File: config.mk
export PLATFORM = sky130hd
export DESIGN_NAME = adder_operand_sequencer
export DESIGN_NICKNAME = d
export VERILOG_FILES = /design/src/rtl/adder_operand_sequencer.sv
export SDC_FILE = /design/constraint.sdc
export NUM_CORES = 1
export LEC_CHECK = 0
export CAP_MARGIN = 25
export CORE_MARGIN = 1.5
export CORE_UTILIZATION = 40
export DETAILED_ROUTE_END_ITERATION = 16
export GPL_TIMING_DRIVEN = 0
export PLACE_DENSITY = 0.8
export SYNTH_ARGS = -nofsm -noshare
export SYNTH_HDL_FRONTEND = slang
export SYNTH_SLANG_ARGS = --single-unit
File: constraint.sdc
create_clock -name clk -period 2.1 [get_ports clk]
set_input_delay 0.315 -clock clk [delete_from_list [all_inputs] [get_ports clk]]
set_output_delay 0.315 -clock clk [all_outputs]
set_load 0.02 [all_outputs]
File: src/rtl/adder_operand_sequencer.sv
// Operand sequencer for a parallel adder. It gathers A and B (with carry-in) from a byte stream,
// drives the adder, captures the sum after ADD_LATENCY cycles and returns it on a result stream.
module adder_operand_sequencer #(
  parameter int WIDTH       = 8,
  parameter int ADD_LATENCY = 0
) (
  input  logic             clk,
  input  logic             rst,
  input  logic [WIDTH-1:0] in_data,
  input  logic             in_valid,
  output logic             in_ready,
  input  logic             in_cin,
  output logic [WIDTH-1:0] add_a,
  output logic [WIDTH-1:0] add_b,
  output logic             add_cin,
  input  logic [WIDTH-1:0] add_sum,
  input  logic             add_cout,
  output logic [WIDTH-1:0] res_data,
  output logic             res_cout,
  output logic             res_valid,
  input  logic             res_ready,
  output logic [7:0]       op_count,
  output logic             busy
);

  localparam logic [1:0] S_LOAD_A = 2'd0;
  localparam logic [1:0] S_LOAD_B = 2'd1;
  localparam logic [1:0] S_EXEC   = 2'd2;
  localparam logic [1:0] S_RESULT = 2'd3;

  localparam logic [3:0] LAT = 4'(ADD_LATENCY);

  logic [1:0]       state_q, state_d;
  logic [3:0]       timer_q, timer_d;
  logic [WIDTH-1:0] add_a_q, add_a_d;
  logic [WIDTH-1:0] add_b_q, add_b_d;
  logic             add_cin_q, add_cin_d;
  logic [WIDTH-1:0] res_data_q, res_data_d;
  logic             res_cout_q, res_cout_d;
  logic             res_valid_q, res_valid_d;
  logic [7:0]       op_count_q, op_count_d;

  logic in_xfer, res_xfer;

  // in_ready is gated by rst directly so it drops the moment reset is asserted.
  assign in_ready = !rst && ((state_q == S_LOAD_A) || (state_q == S_LOAD_B));
  assign in_xfer  = in_valid && in_ready;
  assign res_xfer = res_valid_q && res_ready;

  always_comb begin
    state_d     = state_q;
    timer_d     = timer_q;
    add_a_d     = add_a_q;
    add_b_d     = add_b_q;
    add_cin_d   = add_cin_q;
    res_data_d  = res_data_q;
    res_cout_d  = res_cout_q;
    res_valid_d = res_valid_q;
    op_count_d  = op_count_q;
    case (state_q)
      S_LOAD_A: begin
        if (in_xfer) begin
          add_a_d = in_data;
          state_d = S_LOAD_B;
        end
      end
      S_LOAD_B: begin
        if (in_xfer) begin
          add_b_d   = in_data;
          add_cin_d = in_cin;
          timer_d   = LAT;
          state_d   = S_EXEC;
        end
      end
      S_EXEC: begin
        if (timer_q == 4'd0) begin
          res_data_d  = add_sum;
          res_cout_d  = add_cout;
          res_valid_d = 1'b1;
          state_d     = S_RESULT;
        end else begin
          timer_d = timer_q - 4'd1;
        end
      end
      S_RESULT: begin
        if (res_xfer) begin
          res_valid_d = 1'b0;
          op_count_d  = op_count_q + 8'd1;
          state_d     = S_LOAD_A;
        end
      end
      default: state_d = S_LOAD_A;
    endcase
  end

  always_ff @(posedge clk or posedge rst) begin
    if (rst) begin
      state_q     <= S_LOAD_A;
      timer_q     <= 4'd0;
      add_a_q     <= '0;
      add_b_q     <= '0;
      add_cin_q   <= 1'b0;
      res_data_q  <= '0;
      res_cout_q  <= 1'b0;
      res_valid_q <= 1'b0;
      op_count_q  <= 8'd0;
    end else begin
      state_q     <= state_d;
      timer_q     <= timer_d;
      add_a_q     <= add_a_d;
      add_b_q     <= add_b_d;
      add_cin_q   <= add_cin_d;
      res_data_q  <= res_data_d;
      res_cout_q  <= res_cout_d;
      res_valid_q <= res_valid_d;
      op_count_q  <= op_count_d;
    end
  end

  assign add_a     = add_a_q;
  assign add_b     = add_b_q;
  assign add_cin   = add_cin_q;
  assign res_data  = res_data_q;
  assign res_cout  = res_cout_q;
  assign res_valid = res_valid_q;
  assign op_count  = op_count_q;
  assign busy      = (state_q == S_EXEC) || (state_q == S_RESULT);

endmodule

==> results of run 1 <==
## cell families after synthesis
kind of cell    after synthesis  share of synthesized area
simple gates                 33                     0.0975
compound gates               13                     0.0532
fa+ha+maj                     7                     0.0477
buf+inv                      12                     0.0320
xor+xnor                      7                     0.0334
mux                          29                      0.177
flops                        41                      0.559
## area by class of cell
cell class              count  area, sq um
flip-flops and latches     41         1030
well taps                  52         65.1
clock inverters             2         10.0
clock buffers               6         72.6
inverters                   8         30.0
fillers                   380         1820
multi-input cells          89          753
repair buffers             58          574
plain buffers               4         28.8
## critical path: cells and delay by family, from the launching register on
kind,cells,cell delay [ns]
buffers and inverters,3,0.58
adder cells (fa/ha/maj),1,0.18
AND/OR/NAND/NOR,2,0.21
flip-flops,1,0.40
## through the flow
stage	power, mW	util	cell area, sq um	cells
5_1_grt	4.18	0.584	2560	260
2_1_floorplan	2.59	-	1840	142
6_report	3.91	0.584	2560	260
3_3_place_gp	3.41	0.566	2480	252
4_1_cts	3.96	0.585	2560	260
3_5_place_dp	3.47	0.566	2480	252
## cells in the final DEF, fill, tap and decap left out, types with 2 or more instances in the layout
master,n
sky130_fd_sc_hd__clkdlybuf4s50_1,56
sky130_fd_sc_hd__dfrtp_1,41
sky130_fd_sc_hd__mux2_2,28
sky130_fd_sc_hd__nand2_1,7
sky130_fd_sc_hd__inv_1,7
sky130_fd_sc_hd__ha_1,7
sky130_fd_sc_hd__nand3_1,6
sky130_fd_sc_hd__xnor2_1,6
sky130_fd_sc_hd__clkbuf_8,5
sky130_fd_sc_hd__nor2_1,4
sky130_fd_sc_hd__buf_2,2
sky130_fd_sc_hd__nor2b_1,2
sky130_fd_sc_hd__nand2_2,2
sky130_fd_sc_hd__and3_1,2
sky130_fd_sc_hd__a21oi_1,2
sky130_fd_sc_hd__a22o_1,2
sky130_fd_sc_hd__or2_2,2
sky130_fd_sc_hd__nand4_1,2
sky130_fd_sc_hd__clkinv_2,2
## registers in the layout, indices dropped and copies added, names as in the netlist
signal and cells:
timer_q 4, op_count 8, res_data 8, res_cout 1, add_cin 1, res_valid 1
add_b 8, state_q 2, add_a 8
## how the worst min path moves through the flow
stage           startpoint     endpoint  slack (ns)  cells after the start
2_1_floorplan   in_data[0]     add_a[0]        0.47                      1
3_3_place_gp   op_count[7]  op_count[7]        0.46                      1
3_5_place_dp   op_count[7]  op_count[7]        0.47                      1
4_1_cts        op_count[7]  op_count[7]        0.48                      1
5_1_grt        op_count[7]  op_count[7]        0.52                      1
6_report       op_count[7]  op_count[7]        0.48                      1
## power by group through the flow
stage	logic, mW	registers, mW	clock network (mW)
after floorplan	0.876	1.72	0
after global placement	2.05	1.36	0
after detailed placement	2.09	1.37	0
after CTS	2.09	1.36	0.511
after global routing	2.22	1.41	0.546
final	2.06	1.35	0.489
## per-layer routing
layer  global-route usage  vias up  share of wire
li1                     -      625              -
met1                0.190      629           0.43
met2                0.252       40           0.50
met3               0.0598        2          0.056
met4               0.0440        0         0.0088
met5                    0        -              0
==> results list, run 1 <==
- Count of inserted antenna diode cells: 0
- During synthesis, Yosys emitted a total of 0 warnings.
* Largest area contributor in the netlist: sky130_fd_sc_hd__dfrtp_1
- The final layout contains routed wiring with a total length of 3.53 mm.
* Overflow left after global routing: 0
- Setup violations remaining at the end of the flow were counted as 0.
- CTS sink cnt: 41
- Library cell used as clock root buffer: sky130_fd_sc_hd__clkbuf_8
- In this run, post-CTS repair resized a total of 4 instances.
* Standard cell core area: 4380 sq um
- Slowest Stage Delay on Critical Path: 0.40 ns
- Ratio of routed vias to standard cells: 4.98
* Max Slew Vio Count: 0
- Number of buffers on the longest clock path: 2
- The worst register-to-register path has a depth of 6.
- The die covers 5000 sq um.
- Net count after synthesis: 171
- Hold Slack: 0.484 ns
- The critical path starts at state_q[1].
* Final worst clock skew: 0.00405 ns
- The mapped netlist covers 1840 sq um.
- Class of the tightest hold or removal check: register to register
* Share of flip-flops with an asynchronous set or reset after synthesis: 1.00
- EDFF count, synth: 0
* Die span in x: 70.7 microns
* Floorplan die height: 70.7 microns
* DRC violation total after the first TritonRoute iteration: 56
- In the finished design, the share of the clock period the worst path needs comes to 0.937.
- Minimum clock period after layout: 1.97 ns
- In this run the static leakage power is 1.12 nW.
- At the later pin of the worst-skew pair, clock insertion delay measures 0.29 ns.
- Routability-driven placement finished with a final weighted congestion of 0.806.
- Slowest cell on the critical path: sky130_fd_sc_hd__dfrtp_1
- 59 I/O pins were placed.
- Number of buffers inserted to repair setup after CTS: 0
- The net count of the finished layout is 236.
- Most used standard cells in the synthesized netlist: sky130_fd_sc_hd__dfrtp_1, sky130_fd_sc_hd__mux2_2, sky130_fd_sc_hd__inv_1
- Ranked by total cell area, the synthesized netlist is headed by sky130_fd_sc_hd__dfrtp_1, sky130_fd_sc_hd__mux2_2, sky130_fd_sc_hd__ha_1, sky130_fd_sc_hd__xnor2_1, sky130_fd_sc_hd__nand3_1.
* CP startpoint kind: register
- TritonCTS clock tree: yes
* Type of element capturing the critical path: primary output
* Slew at the pin closest to its max-slew limit: 0.832 ns
- In the final layout, the share of cells above drive strength 1 is 0.231.
- Number of buffers inserted by hold repair at cts: 0
- Total number of placement rows: 24
- H-tree depth: 2
* Number of hold violations in the final report: 0
- Comb pwr share: 0.528
* Largest net degree at the start of global routing: 42
- In this run the remaining antenna-violating nets after routing total 0.
- Commonest register cell after synthesis: sky130_fd_sc_hd__dfrtp_1
- The most critical setup path has its endpoint at in_ready.
* # DRC: 0
* Highest clock frequency the design can meet: 0.508 GHz
- The initial antenna violation count came to 0.
- Along the worst path, the maximum fanout reaches 7.
- Clock transition at the register clock pins on the worst setup and hold paths after CTS: 0.07 ns
* Worst Path Arrival: 1.65 ns
* Total via count in the routed design: 1296
- Max-cap viol count: 0
* Switching share of power: 0.372
- Final worst setup slack: 0.133 ns
- The synthesized netlist contains 35 unique library cells.
- Critical R2R Launch: timer_q[0]
- At the worst endpoint, the required time is 1.78 ns.
* Setup repair after global routing missed its margin: no
- A synthesized cell averages 12.9 sq um.
- The flow ran to the end, and the final reports show no timing, DRC or antenna violations.
- Count of buffers from port buffering: 58
- For this run, the total global-route usage over all layers was measured as 0.154.
- Setup tns final: 0 ns
- Pre-CTS WS: 0.0761 ns
- The synthesized design contains 41 register bits.
* Routed len/inst: 13.6 microns
- Proportion of power drawn by flip-flops and latches: 0.346
- The first detailed-routing pass took 4 iterations.
* Clock group share of total power: 0.125
- The wire-length estimate of the detail-placed layout is 2.57 mm.
* Starting utilization of the core area: 0.419
- Total power per unit cell area: 1530 nW/um^2
- Of the post-synthesis cell area, the dominant cell type holds 0.559.
* Max-slew headroom at the worst pin: 0.444
- Total net switching power: 1.45 mW
* Instance count of the mapped netlist: 142
* Global-route wire length before repair: 6.08 mm
- Setup CP Type: register to primary output
- Setup slack on the worst reg-to-reg path comes out at 0.27 ns.
- From synthesis to final layout, the design area changed by 39.5%.
- Inserted Clock Buffers: 5
* Sequence of cells on the critical path: inv_1 -> ha_1 -> clkbuf_2 -> nor2_2 -> nor2_1 -> dlygate4sd2_1
- Leading cell type by number of instances after synthesis: sky130_fd_sc_hd__dfrtp_1
- R2r endpoint: res_data[6]
* Via count of the first global-routing pass: 1346
* Internal power summed over all cells: 2.45 mW
* Worst VDD drop: 0.000875 V
- Share of synthesized area occupied by flip-flops and latches: 0.559
No activity file was read; power rests on OpenSTA's default activity.
==> run 2, diff against run 1 <==
--- a/config.mk
+++ b/config.mk
@@ -6,7 +6,6 @@
 export NUM_CORES = 1
 export LEC_CHECK = 0
 export CAP_MARGIN = 25
-export CORE_MARGIN = 1.5
 export CORE_UTILIZATION = 40
 export DETAILED_ROUTE_END_ITERATION = 16
 export GPL_TIMING_DRIVEN = 0
==> run 2 against run 1 <==
  * First-iteration DRC count decreased by 3.6%
  * Flip-flop and latch count unchanged
  * Combinational power about the same
  * Die area decreased by 2.8%
  * Core utilization decreased by 0.057 points
  * Sequential power about the same
  * Clock skew decreased by 0.0020 ns
  * Critical path type unchanged
  * Critical endpoint unchanged
==> results list, run 2 (synthesis gave the netlist of run 1 again) <==
* Hold Slack: 0.482 ns (-0.00141 ns)
- Routability Congestion: 0.775 (-3.8%)
- The via-per-instance ratio is 4.93 (-1.1%).
* Critical R2R Launch: timer_q[0]
- The clock buffer count from CTS is 5 (unchanged).
* Final ANT Viol Nets: 0 (unchanged)
* Count of buffers from port buffering: 58 (unchanged)
- Portion of the clock cycle consumed by the worst path in the final layout: 0.954 (+0.0169)
* Largest delay share family, worst path: buffers and inverters
- The hold violation count in the final report was 0 (unchanged).
- The areal power density over the cells is 1530 nW/um^2 (+0.17%).
- CP startpoint kind: register
- Max-slew headroom at the worst pin: 0.446 (+0.00191)
* Cell depth of the worst setup path: 6 (unchanged)
- The cell sitting at the root of the clock tree is a sky130_fd_sc_hd__clkbuf_8.
- The largest net degree at the start of global routing was 42 (unchanged).
- The effective utilization at floorplan was 0.419 (unchanged).
* Antenna violations before repair: 0 (unchanged)
- Worst Path Arrival: 1.69 ns (+0.04 ns)
* Die span in x: 69.7 microns (-1.4%)
- Cell repeated most along the worst path: sky130_fd_sc_hd__nor2_1
* Comb pwr share: 0.524 (-0.004)
- Post-detailed-placement cell area: 2480 sq um (unchanged)
- DRC violation total after the first TritonRoute iteration: 54 (-3.6%)
- The most critical setup path has its startpoint at state_q[1].
- The clock period minus final worst setup slack is 2.00 ns (+0.0356 ns).
- The required time of the worst setup path came to 1.78 ns (about the same).
- Termination of the worst setup path: in_ready
- The deepest level of the CTS H-tree came to 2 (unchanged).
- Max-cap viol count: 0 (unchanged)
- The total routing resource utilization after global routing is 0.159 (+0.00485).
- The floorplan die area is 4860 sq um (-2.8%).
- The share of total power consumed by net switching is 0.374 (+0.00134).
* Commonest cells after routing, fill and taps aside: sky130_fd_sc_hd__clkdlybuf4s50_1, sky130_fd_sc_hd__dfrtp_1, sky130_fd_sc_hd__mux2_2
- The total number of vias is 1282 (-1.1%).
- Leak: 1.12 nW (about the same)
* Share of layout cells above drive strength 1: 0.226 (-0.00481)
* Number of top-level pins: 59 (unchanged)
- Number of buffers on the longest clock path: 2 (unchanged)
* Proportion of power drawn by flip-flops and latches: 0.349 (+0.003)
- The first-pass GRT wire length is 5.98 mm (-1.7%).
- The number of detailed-route iterations in the first pass is 4 (unchanged).
* # DRC: 0 (unchanged)
- The core area was 4380 sq um (unchanged).
* Class of the tightest hold or removal check: register to register
- The footprint of the flip-flops and latches is 1030 sq um (unchanged).
- The final worst clock skew came to 0.00201 ns (-0.00204 ns).
- The average wire per standard cell was 13.4 microns (-1.1%).
- Outcome: complete, no violations
- The number of buffers and inverters on the critical path was 3 (unchanged).
- The library cell used most frequently in the layout, excluding fill and tap cells, is sky130_fd_sc_hd__clkdlybuf4s50_1.
* Placed cell count: 252 (unchanged)
* CTS sink cnt: 41 (unchanged)
* Area of all placed cells without fillers: 2560 sq um (about the same)
- The length in cells of the worst reg-to-reg path was 6 (unchanged).
- The post-CTS setup buffer count came to 0 (unchanged).
- TritonCTS built the clock tree.
* Via count of the first global-routing pass: 1314 (-2.4%)
- Total net switching power: 1.46 mW (+0.43%)
* Number of buffers inserted by hold repair at cts: 0 (unchanged)
- Total power after layout: 3.91 mW (about the same)
- Slowest cell on the critical path: sky130_fd_sc_hd__dfrtp_1
- STA classifies the critical path endpoint as a primary output.
* R2r endpoint: res_data[0]
* Post-route insts no fill: 260 (unchanged)
- Max Slew Vio Count: 0 (unchanged)
* Internal power summed over all cells: 2.45 mW (-0.15%)
* Total number of placement rows: 24 (unchanged)
- The wire length reported by the detailed router came to 3.49 mm (-1.1%).
* Highest clock frequency the design can meet: 0.499 GHz (-1.8%)
- The setup-violating endpoint count in the final report came to 0 (unchanged).
* Overflow left after global routing: 0 (unchanged)
* Setup slack of the worst register-to-register path: 0.26 ns (about the same)
- Floorplan die height: 69.7 microns (-1.4%)
- Slowest Stage Delay on Critical Path: 0.40 ns (about the same)
* Setup CP Type: register to primary output
- Number of nets in the layout: 236 (unchanged)
* Biggest fanout along the worst timing path: 7 (unchanged)
* Syn-to-layout area delta: 39.3% (about the same)
* Sequence of cells on the critical path: inv_1 -> ha_1 -> clkbuf_2 -> nor2_1 -> nor2_1 -> dlygate4sd2_1
- The transition time at the pin with the least slew margin was 0.829 ns (-0.00286 ns).
- The clock network fraction of total power was 0.127 (+0.002).
* Count of inserted antenna diode cells: 0 (unchanged)
- The area used by multi-input combinational logic was 751 sq um (-0.33%).
* Worst VDD drop: 0.000680 V (-22%)
- Detailed-placement wirelength estimate: 2.50 mm (-2.7%)
* Insertion delay to the later sink of the worst-skew pair: 0.30 ns (about the same)
- Clock transition at the register clock pins on the worst setup and hold paths after CTS: 0.07 ns (about the same)
- Setup repair after global routing left no endpoint under its margin.
* Filler cell count in the final layout: 394 (+3.7%)
## run 2: worst min-delay path by stage
stage	from	to	slack (ns)	cells past startpoint
global placement	op_count[7]	op_count[7]	0.46	1
detailed placement	op_count[7]	op_count[7]	0.49	1
global route	add_b[1]	add_b[1]	0.52	1
finish	op_count[7]	op_count[7]	0.48	1
floorplan	in_data[0]	add_a[0]	0.47	1
CTS	op_count[7]	op_count[7]	0.50	1
## run 2: final cells by class
cell class / instances / share of cell area
inverter: 8 / 0.0117
tap: 52 / 0.0254
sequential: 41 / 0.401
buffer: 4 / 0.0113
clock buffer: 6 / 0.0284
timing repair buffer: 58 / 0.225
clock inverter: 2 / 0.00391
multi-input combinational: 89 / 0.294
## run 2: what timing repair did
action | CTS | global route
pin swaps | 0 | 0
resized for setup | 4 | 1
endpoints found under the setup margin | 2 | 1
endpoints found under the hold margin | 0 | 0
## run 2: metal layers
layer  vias to the layer above  track usage  share of wire
li1                        621            -              -
met1                       614        0.203           0.46
met2                        39        0.244           0.46
met3                         8       0.0407          0.053
met4                         0       0.0933          0.026
met5                         -            0              0
## run 2: stage by stage
step,setup TNS (ns),utilization,setup slack (ns)
2_1_floorplan,0,-,0.471
3_3_place_gp,-3.31,0.566,-0.0819
3_5_place_dp,0,0.566,0.0710
4_1_cts,0,0.585,0.0299
5_1_grt,0,0.583,0.00411
6_report,0,0.583,0.0970
## run 2: power by group through the flow
stage	Combinational (mW)	Sequential, mW	Clock [mW]
2_1_floorplan	0.876	1.72	0
3_3_place_gp	2.05	1.36	0
3_5_place_dp	2.09	1.38	0
4_1_cts	2.09	1.37	0.516
5_1_grt	2.20	1.41	0.539
6_report	2.05	1.36	0.496
## run 2: worst register-to-register path: cells and delay by family, from the launching register on
kind,cells,cell delay [ns]
buffers and inverters,2,0.27
adders and majority gates,1,0.21
muxes,1,0.34
DFF,1,0.39
and+or+nand+nor,2,0.53
==> run 3, diff against run 2 <==
--- a/config.mk
+++ b/config.mk
@@ -6,10 +6,13 @@
 export NUM_CORES = 1
 export LEC_CHECK = 0
 export CAP_MARGIN = 25
-export CORE_UTILIZATION = 40
+export CELL_PAD_IN_SITES_DETAIL_PLACEMENT = 0
+export CELL_PAD_IN_SITES_GLOBAL_PLACEMENT = 2
+export CORE_UTILIZATION = 29
 export DETAILED_ROUTE_END_ITERATION = 16
 export GPL_TIMING_DRIVEN = 0
-export PLACE_DENSITY = 0.8
+export HOLD_SLACK_MARGIN = 0.08
+export PLACE_DENSITY = 0.87
 export SYNTH_ARGS = -nofsm -noshare
 export SYNTH_HDL_FRONTEND = slang
 export SYNTH_SLANG_ARGS = --single-unit
==> run 3 against run 2 <==
  * Combinational power up 2%
  * Critical path type unchanged
  * Highest routed layer unchanged
  * Largest power group unchanged
  * Sequential share of layout area down 0.86 points
  * Setup slack gained 0.057 ns
==> results list, run 3 (synthesis gave the netlist of run 1 again) <==
- Post-route insts no fill: 284 (+9.2%)
* Die span in x: 81.6 microns (+17%)
* Final worst clock skew: 0.00491 ns (+0.00290 ns)
- Clock transition at the register clock pins on the worst setup and hold paths after CTS: 0.08 ns (about the same)
* Largest net degree at the start of global routing: 42 (unchanged)
- Number of top-level pins: 59 (unchanged)
* Overflow left after global routing: 0 (unchanged)
- The areal power density over the cells was 1520 nW/um^2 (-0.73%).
* Biggest fanout along the worst timing path: 7 (unchanged)
- The share of total power consumed by net switching was 0.367 (-0.00640).
- Total power after layout: 3.97 mW (+1.5%)
- The clock network fraction of total power was 0.131 (+0.004).
- Relative to the synthesized area, the layout overhead comes to 42.4%.
* Placed cell count: 275 (+9.1%)
- Worst Path Arrival: 1.63 ns (-0.06 ns)
* Number of failing setup endpoints in the final timing report: 0 (unchanged)
- Hold Slack: 0.477 ns (-0.00527 ns)
* Insertion delay to the later sink of the worst-skew pair: 0.29 ns (about the same)
- Minimum clock period after layout: 1.95 ns (-0.0570 ns)
* Ratio of routed vias to standard cells: 4.54 (-8.0%)
* Setup repair after global routing missed its margin: no
* Count of inserted antenna diode cells: 0 (unchanged)
* Inserted Clock Buffers: 5 (unchanged)
- The cell family contributing the most delay on the critical path is buffers and inverters.
- The post-route setup TNS came to 0 ns (unchanged).
* Sequence of cells on the critical path: inv_1 -> ha_1 -> clkbuf_2 -> nor2_2 -> nor2_1 -> dlygate4sd2_1
- The initial antenna violation count is 0 (unchanged).
* Detailed-placement wirelength estimate: 2.51 mm (+0.11%)
- Outcome: complete, no violations
- The deepest level of the CTS H-tree was 2 (unchanged).
- The wire length reported by the detailed router is 3.58 mm (+2.6%).
- Standard cell core area: 6030 sq um (+37%)
* Count of buffers from port buffering: 58 (unchanged)
* Number of hold violations in the final report: 0 (unchanged)
- Slowest cell on the critical path: sky130_fd_sc_hd__dfrtp_1
- The final worst-path setup slack is 0.154 ns (+0.0570 ns).
- Library cell used as clock root buffer: sky130_fd_sc_hd__clkbuf_8
- The sequential cell fraction of total power is 0.340 (-0.009).
- CTS sink cnt: 41 (unchanged)
- Worst VDD drop: 0.000579 V (-15%)
- Routed len/inst: 12.6 microns (-6.1%)
- DRC violation total after the first TritonRoute iteration: 33 (-39%)
- Leak: 1.13 nW (+0.73%)
- Slowest Stage Delay on Critical Path: 0.40 ns (about the same)
- TritonCTS clock tree: yes
* Post-detailed-placement cell area: 2510 sq um (+1.2%)
* Total number of placement rows: 28 (+17%)
- The final instance area is 2610 sq um (+2.2%).
* Share of layout cells above drive strength 1: 0.239 (+0.0133)
- The pre-CTS setup slack came to 0.0623 ns (-0.00875 ns).
- Total net switching power: 1.46 mW (-0.28%)
* Worst EP required: 1.78 ns (about the same)
* Max Slew Vio Count: 0 (unchanged)
- The number of detailed-route iterations in the first pass came to 4 (unchanged).
* Final core utilization: 0.434 (-0.150)
- The height of the chip is 81.6 microns (+17%).
- Via count of the first global-routing pass: 1266 (-3.7%)
- Leaving out fill and tap cells, the most frequent cell in the layout is sky130_fd_sc_hd__clkdlybuf4s50_1.
* Comb pwr share: 0.529 (+0.005)
* Global-route wire length before repair: 5.79 mm (-3.1%)
- The effective utilization at floorplan came to 0.305 (-0.114).
- Overall routing resource usage: 0.116 (-0.0425)
* Internal power summed over all cells: 2.51 mW (+2.5%)
- The floorplan die area was 6650 sq um (+37%).
- Leaving out fill and tap cells, the most frequent cells in the layout are sky130_fd_sc_hd__clkdlybuf4s50_1, sky130_fd_sc_hd__dfrtp_1, sky130_fd_sc_hd__mux2_2.
* Highest clock frequency the design can meet: 0.514 GHz (+2.9%)
- The final weighted congestion of routability-driven global placement is 0.705 (-9.0%).
* Number of nets in the layout: 238 (+0.85%)
- The number of buffers and inverters on the critical path was 3 (unchanged).
* Number of buffers inserted by hold repair at cts: 0 (unchanged)
- Setup CP Type: register to primary output
* Filler cell count in the final layout: 575 (+46%)
* Portion of the clock cycle consumed by the worst path in the final layout: 0.927 (-0.0272)
- The relative slew slack is 0.434 (-0.0119).
* Slew at the pin closest to its max-slew limit: 0.847 ns (+0.0179 ns)
- Max-cap viol count: 0 (unchanged)
* Type of element capturing the critical path: primary output
- Class of the tightest hold or removal check: register to register
* # DRC: 0 (unchanged)
- The remaining number of nets flagged by the antenna check after routing is 0 (unchanged).
- STA classifies the critical path startpoint as a register.
- The total number of vias was 1289 (+0.55%).
- Number of buffers on the longest clock path: 2 (unchanged)
## run 3: power groups by stage
stage                     logic, mW  registers, mW  clock network (mW)
final                          2.10           1.35               0.520
after global routing           2.27           1.40               0.575
after CTS                      2.09           1.36               0.549
after detailed placement       2.09           1.37                   0
after global placement         2.08           1.36                   0
after floorplan               0.876           1.72                   0
## run 3: per-layer routing
layer,global-route usage,vias up,share of wire,wire length [microns]
met5,0,-,0,0
li1,-,629,-,-
met2,0.178,49,0.43,1550
met4,0.0429,0,0.012,42
met3,0.0411,6,0.079,283
met1,0.150,605,0.48,1700
## run 3: final timing paths
kind                             start  slack [ns]  cells after the start          end
hold / removal             op_count[7]        0.48                      1  op_count[7]
max in group asynchronous          rst        1.01                      2  op_count[7]
min in group asynchronous          rst        0.56                      2   state_q[1]
setup reg to reg            timer_q[0]        0.17                      6  res_data[0]
setup / recovery            state_q[1]        0.15                      6     in_ready
hold reg to reg            op_count[7]        0.48                      1  op_count[7]
## run 3: worst reg2reg max path: stages, from the launching register on
cell                      delay [ns]
sky130_fd_sc_hd__dfrtp_1        0.40
sky130_fd_sc_hd__inv_1          0.12
sky130_fd_sc_hd__ha_1           0.19
sky130_fd_sc_hd__nor3b_2        0.37
sky130_fd_sc_hd__and2_1         0.23
sky130_fd_sc_hd__buf_6          0.16
sky130_fd_sc_hd__mux2_2         0.35
## run 3: layout make-up
| type | instances | area (sq um) | area share |
|---|---|---|---|
| flip-flops and latches | 41 | 1030 | 0.393 |
| multi-input cells | 89 | 753 | 0.288 |
| repair buffers | 60 | 589 | 0.225 |
| well taps | 75 | 93.8 | 0.0359 |
| clock buffers | 6 | 82.6 | 0.0316 |
| plain buffers | 4 | 31.3 | 0.0120 |
| inverters | 8 | 30.0 | 0.0115 |
| clock inverters | 1 | 7.51 | 0.00287 |
## run 3: what timing repair did
action | CTS | global route
setup buffers | 0 | 2
resized for setup | 4 | 3
endpoints found under the setup margin | 2 | 2
==> RTL change 1: new RTL, config.mk and constraints of run 3 <==
`WIDTH`: 8 -> 10.
--- a/src/rtl/adder_operand_sequencer.sv
+++ b/src/rtl/adder_operand_sequencer.sv
@@ -1,7 +1,7 @@
 // Operand sequencer for a parallel adder. It gathers A and B (with carry-in) from a byte stream,
 // drives the adder, captures the sum after ADD_LATENCY cycles and returns it on a result stream.
 module adder_operand_sequencer #(
-  parameter int WIDTH       = 8,
+  parameter int WIDTH       = 10,
   parameter int ADD_LATENCY = 0
 ) (
   input  logic             clk,
Ports: changed (5 resized); port bits go from 59 to 69. No check against the original RTL was run, so the function may have changed too.
==> RTL change 1 against run 3 <==
Power increased by 12%. First-iteration DRC count increased by 52%. Synthesized cell count increased by 8.5%. Final area increased by 14%. Highest routed layer unchanged. Sequential share of layout area increased by 0.14 points. Wire length increased by 18%. Critical path type unchanged. Critical path depth decreased by 1. Die area increased by 12%. Setup slack got worse by 0.053 ns. Utilization increased by 0.32 points. Sequential cell count increased by 6. Synthesized area increased by 13%. Maximum frequency decreased by 2.7%.
==> RTL change 1: results (changes against run 3) <==
| Metric | Value |
|---|---|
| Routability congestion estimate | 0.690 (-2.1%) |
| Crit-path slowest cell | dfrtp_1 |
| R2r endpoint | res_data[2]$_DFFE_PP0P_ |
| Root Buffer Master | clkbuf_8 |
| Yosys Warn Count | 0 (unchanged) |
| Vias in the first global route | 1439 (+14%) |
| Most used DFF post-synth | dfrtp_1 |
| Nets | 263 (+11%) |
| Drt first-iter violations | 50 (+52%) |
| Status | completed |
| Hold Crit Class | input pin to asynchronous set/reset pin |
| Port bufs | 68 (+17%) |
| Leakage | 1.28 nW (+13%) |
| Register area share after synthesis | 0.569 (+0.00970) |
| Asr flop ratio synth | 1.00 (unchanged) |
| Tot GR Track Use | 0.120 (+0.00379) |
| Slack of the worst reg-to-reg path | 0.28 ns (+0.11 ns) |
| Synth unique cells | 34 (-2.9%) |
| HPWL Detailed | 3050 um (+22%) |
| Mean number of vias per cell | 4.40 (-3.0%) |
| RR Startpoint | timer_q[0]$_DFFE_PP0P_ |
| Skew-Pair Late Insertion Delay | 0.30 ns |
| CTS max path bufs | 2 (unchanged) |
| Synth Net Count | 187 (+9.4%) |
| Global-route wire length before repair | 6890 um (+19%) |
| Worst r2r path cells | 6 (unchanged) |
| Worst slew pin tran | 0.470 ns (-0.378 ns) |
| Worst Path Max Fanout | 10 (+3) |
| Largest net degree at the start of global routing | 29 (-31%) |
| Critical path's largest stage delay | 0.42 ns (+0.02 ns) |
| Initial antenna violation count | 0 (unchanged) |
| Top cells by area, synth | dfrtp_1 57%, mux2_1 11%, mux2_2 7.6% |
| Top cells by count, synth | 47 x dfrtp_1, 20 x mux2_1, 14 x mux2_2 |
| Fraction of layout cells with a size suffix above 1 | 0.156 (-0.0834) |
| Fin Clk Skew | 0.00961 ns (+0.00470 ns) |
| Wirelength per Cell | 12.8 um (+2.1%) |
| Yosys top cell area share | 0.569 (+0.00970) |
| Critical path arrival | 1.68 ns (+0.05 ns) |
| Worst ir drop on vdd | 0.596 mV (+2.9%) |
## RTL change 1: changes by cell type after synthesis, sizes merged
cell and change:
dfrtp +6, mux2 +6, buf +1, clkbuf -1
## RTL change 1: power by group
group | internal [mW] | leakage (nW) | switching [mW]
logic | 1.20 | 0.648 | 1.10
clock network | 0.301 | 0.0515 | 0.299
registers | 1.31 | 0.576 | 0.244
## RTL change 1: cell families (layout without fill, tap and decap cells)
| logic type | Yosys count | in the layout | synth area share |
|---|---|---|---|
| flops | 47 | 47 | 0.569 |
| mux | 35 | 35 | 0.190 |
| simple gates | 33 | 33 | 0.0908 |
| compound gates | 13 | 13 | 0.0472 |
| buf+inv | 12 | 89 | 0.0315 |
| fa+ha+maj | 7 | 7 | 0.0423 |
| xor+xnor | 7 | 7 | 0.0296 |
## RTL change 1: repair_timing
item | 4_1_cts | 5_1_grt
setup endpoints to repair | 2 | 0
buffers inserted | 0 | 0
gates resized for setup | 6 | 0
## RTL change 1: final cells by class
| cell class | instances | area [um^2] |
|---|---|---|
| Buffer | 4 | 35.0 |
| Clock buffer | 8 | 100 |
| Fill cell | 664 | 3850 |
| Inverter | 8 | 30.0 |
| Multi-Input combinational cell | 95 | 830 |
| Sequential cell | 47 | 1180 |
| Tap cell | 96 | 120 |
| Timing Repair Buffer | 69 | 694 |
## RTL change 1: how the worst max path moves through the flow
stage | from | end | slack (ns) | cells past startpoint
floorplan | timer_q[0]$_DFFE_PP0P_ | res_cout$_DFFE_PP0P_ | 0.48 | 6
detailed placement | state_q[0]$_DFFE_PP0P_ | busy | 0.04 | 5
global route | state_q[0]$_DFFE_PP0P_ | busy | 0.0007 | 5
global placement | rst | res_cout$_DFFE_PP0P_ | -0.47 | 2
CTS | state_q[0]$_DFFE_PP0P_ | busy | 0.08 | 5
finish | state_q[0]$_DFFE_PP0P_ | busy | 0.10 | 5
## RTL change 1: worst max-delay path: cells and delay by family, from the launching register on
kind / cells / cell delay [ns]
buf+inv: 3 / 0.44
flops: 1 / 0.42
simple gates: 1 / 0.30
fa+ha+maj: 1 / 0.22
## RTL change 1: layer usage
metal	wire length, um	share of wire	track usage	vias to the layer above
li1	-	-	-	684
met1	1860	0.44	0.148	719
met2	2130	0.51	0.203	32
met3	138	0.033	0.0238	5
met4	78	0.019	0.0545	0
met5	0	0	0	-
## RTL change 1: per-stage QoR
step	setup WS, ns	instances	area (um^2)	hold slack, ns
5_1_grt	0.000719	327	2990	0.457
3_5_place_dp	0.0385	319	2890	0.474
2_1_floorplan	0.478	154	2070	0.447
6_report	0.101	327	2990	0.414
4_1_cts	0.0822	327	2990	0.433
3_3_place_gp	-0.470	318	2870	0.466
==> RTL change 2: new RTL, flow settings as in run 3 <==
Made on the original files. Make the reset (`rst`) synchronous in one clocked block.
--- a/src/rtl/adder_operand_sequencer.sv
+++ b/src/rtl/adder_operand_sequencer.sv
@@ -93,7 +93,7 @@
     endcase
   end
 
-  always_ff @(posedge clk or posedge rst) begin
+  always_ff @(posedge clk) begin
     if (rst) begin
       state_q     <= S_LOAD_A;
       timer_q     <= 4'd0;
Formal check against the unedited RTL: differs if rst is asserted again (counterexample within 4 cycles, from zero or initial values and one cycle with rst high); with rst held inactive, the same outputs for 10 cycles.
==> RTL change 2 against run 3 <==
Critical path depth did not move. Sequential cell count did not move. Highest routed layer unchanged. Wire length rose by 16%. Setup slack got worse by 0.013 ns. Final area down 5.9%. Die area fell by 6.5%. Synthesized area shrank 6.7%. Critical path type unchanged. Largest cell class is now multi-input gates.
Power is not compared: it rests on default switching activity, and its combinational part moved more than twofold at a synthesized area within 25%.
==> RTL change 2: results (changes against run 3) <==
| Metric | Value |
|---|---|
| Crit-path slowest cell | dfxtp_2 |
| Final Non-Filler Cells | 338 (+19%) |
| Synth unique cells | 29 (-17%) |
| Tot GR Track Use | 0.141 (+0.0245) |
| FMAX | 511 MHz (-0.65%) |
| Fin Clk Skew | 0.00925 ns (+0.00435 ns) |
| Mean number of vias per cell | 4.64 (+2.2%) |
| GRT met3 Usage | 0.0287 (-0.0124) |
| Synth Net Count | 230 (+35%) |
| Top cells by area, synth | dfxtp_1 48%, nand2_1 8.1%, a21oi_1 7.3% |
| Top cells by count, synth | 41 x dfxtp_1, 37 x nand2_1, 25 x a21oi_1 |
| Global-route wire length before repair | 6870 um (+19%) |
| Largest net degree at the start of global routing | 13 (-69%) |
| Leakage | 0.940 nW |
| WL met1 | 1930 um (+13%) |
| Met3 wire length | 155 um (-45%) |
| Slew Limit Headroom | 0.648 (+0.214) |
| Worst r2r path cells | 8 (+2) |
| Placed cell count | 330 (+20%) |
| Compound-cell area share of the yosys netlist | 0.125 (+0.0717) |
| Slack of the worst reg-to-reg path | 0.18 ns |
| R2r endpoint | state_q[1]$_SDFFE_PP0P_ |
| Nets | 294 (+24%) |
| Register area share after synthesis | 0.479 (-0.0798) |
| Hold Crit Depth | 2 (+1) |
| Port bufs | 57 (-1.7%) |
| Post-CTS Setup Inserts | 0 (unchanged) |
| RR Startpoint | state_q[0]$_SDFFE_PP0P_ |
| Hold Startpoint | res_data[1]$_SDFFE_PP0P_ |
| Met2 usage | 0.241 (+0.0625) |
| Crit path from | state_q[0]$_SDFFE_PP0P_ |
| Drt first-iter violations | 36 (+9.1%) |
| Vias in the first global route | 1441 (+14%) |
| Total wire length | 4160 um (+16%) |
| HPWL Detailed | 3030 um (+21%) |
| Most used DFF post-synth | dfxtp_1 |
| Cts-stage hold buffer count | 0 (unchanged) |
| Synth Area in XOR/XNOR | 0.0153 (-0.0181) |
| CTS max path bufs | 2 (unchanged) |
| Fraction of layout cells with a size suffix above 1 | 0.0639 (-0.175) |
| Clock slew at reported path FFs | 0.08 ns (about the same) |
| CTS resizes | 5 (+1) |
| GR Layer Usage met1 | 0.175 (+0.0248) |
| Hold WS | 0.455 ns (-0.0217 ns) |
| Asr flop ratio synth | 0 (-1.00) |
| Mux cell area share after synthesis | 0.0643 (-0.113) |
| Post-Synth Adder-Cell Area | 0.0511 (+0.00342) |
| Met2 WL post-DR | 2020 um (+31%) |
| Root Buffer Master | clkbuf_8 |
| Routability congestion estimate | 0.707 (+0.28%) |
| Status | completed |
| H-tree depth | 2 (unchanged) |
| Worst slack at placement | -0.00376 ns (-0.0660 ns) |
| Cell area after placement | 2370 um^2 (-5.4%) |
| Critical path's largest stage delay | 0.37 ns (-0.03 ns) |
| Post-Syn Instances | 201 (+42%) |
| Critical path arrival | 1.64 ns |
| Worst hold endpoint | res_data[1]$_SDFFE_PP0P_ |
| Fillers | 623 (+8.3%) |
| Worst Path Max Fanout | 10 (+3) |
[RTL change 2: cell count changes after synthesis, moves of 11 or more]
| cell | before | now |
|---|---|---|
| dfrtp_1 | 41 | 0 |
| nand2_1 | 7 | 37 |
| a21oi_1 | 2 | 25 |
| mux2_2 | 28 | 0 |
| nor2_1 | 5 | 16 |
| dfxtp_1 | 0 | 41 |
[RTL change 2: cell type report]
cell class                      instances  area (um^2)  area share
Buffer                                  9         37.5      0.0153
Timing Repair Buffer                   58          572       0.233
Multi-Input combinational cell        145          835       0.339
Tap cell                               72         90.1      0.0366
Clock inverter                          2         10.0     0.00407
Clock buffer                            6         72.6      0.0295
Inverter                                5         18.8     0.00763
Sequential cell                        41          823       0.335
[RTL change 2: where the power goes]
group          internal (mW)  switching, mW  leakage, nW  total, mW
Clock                  0.231          0.271       0.0450      0.502
Sequential             0.881         0.0688        0.333      0.950
Combinational          0.376          0.461        0.562      0.837
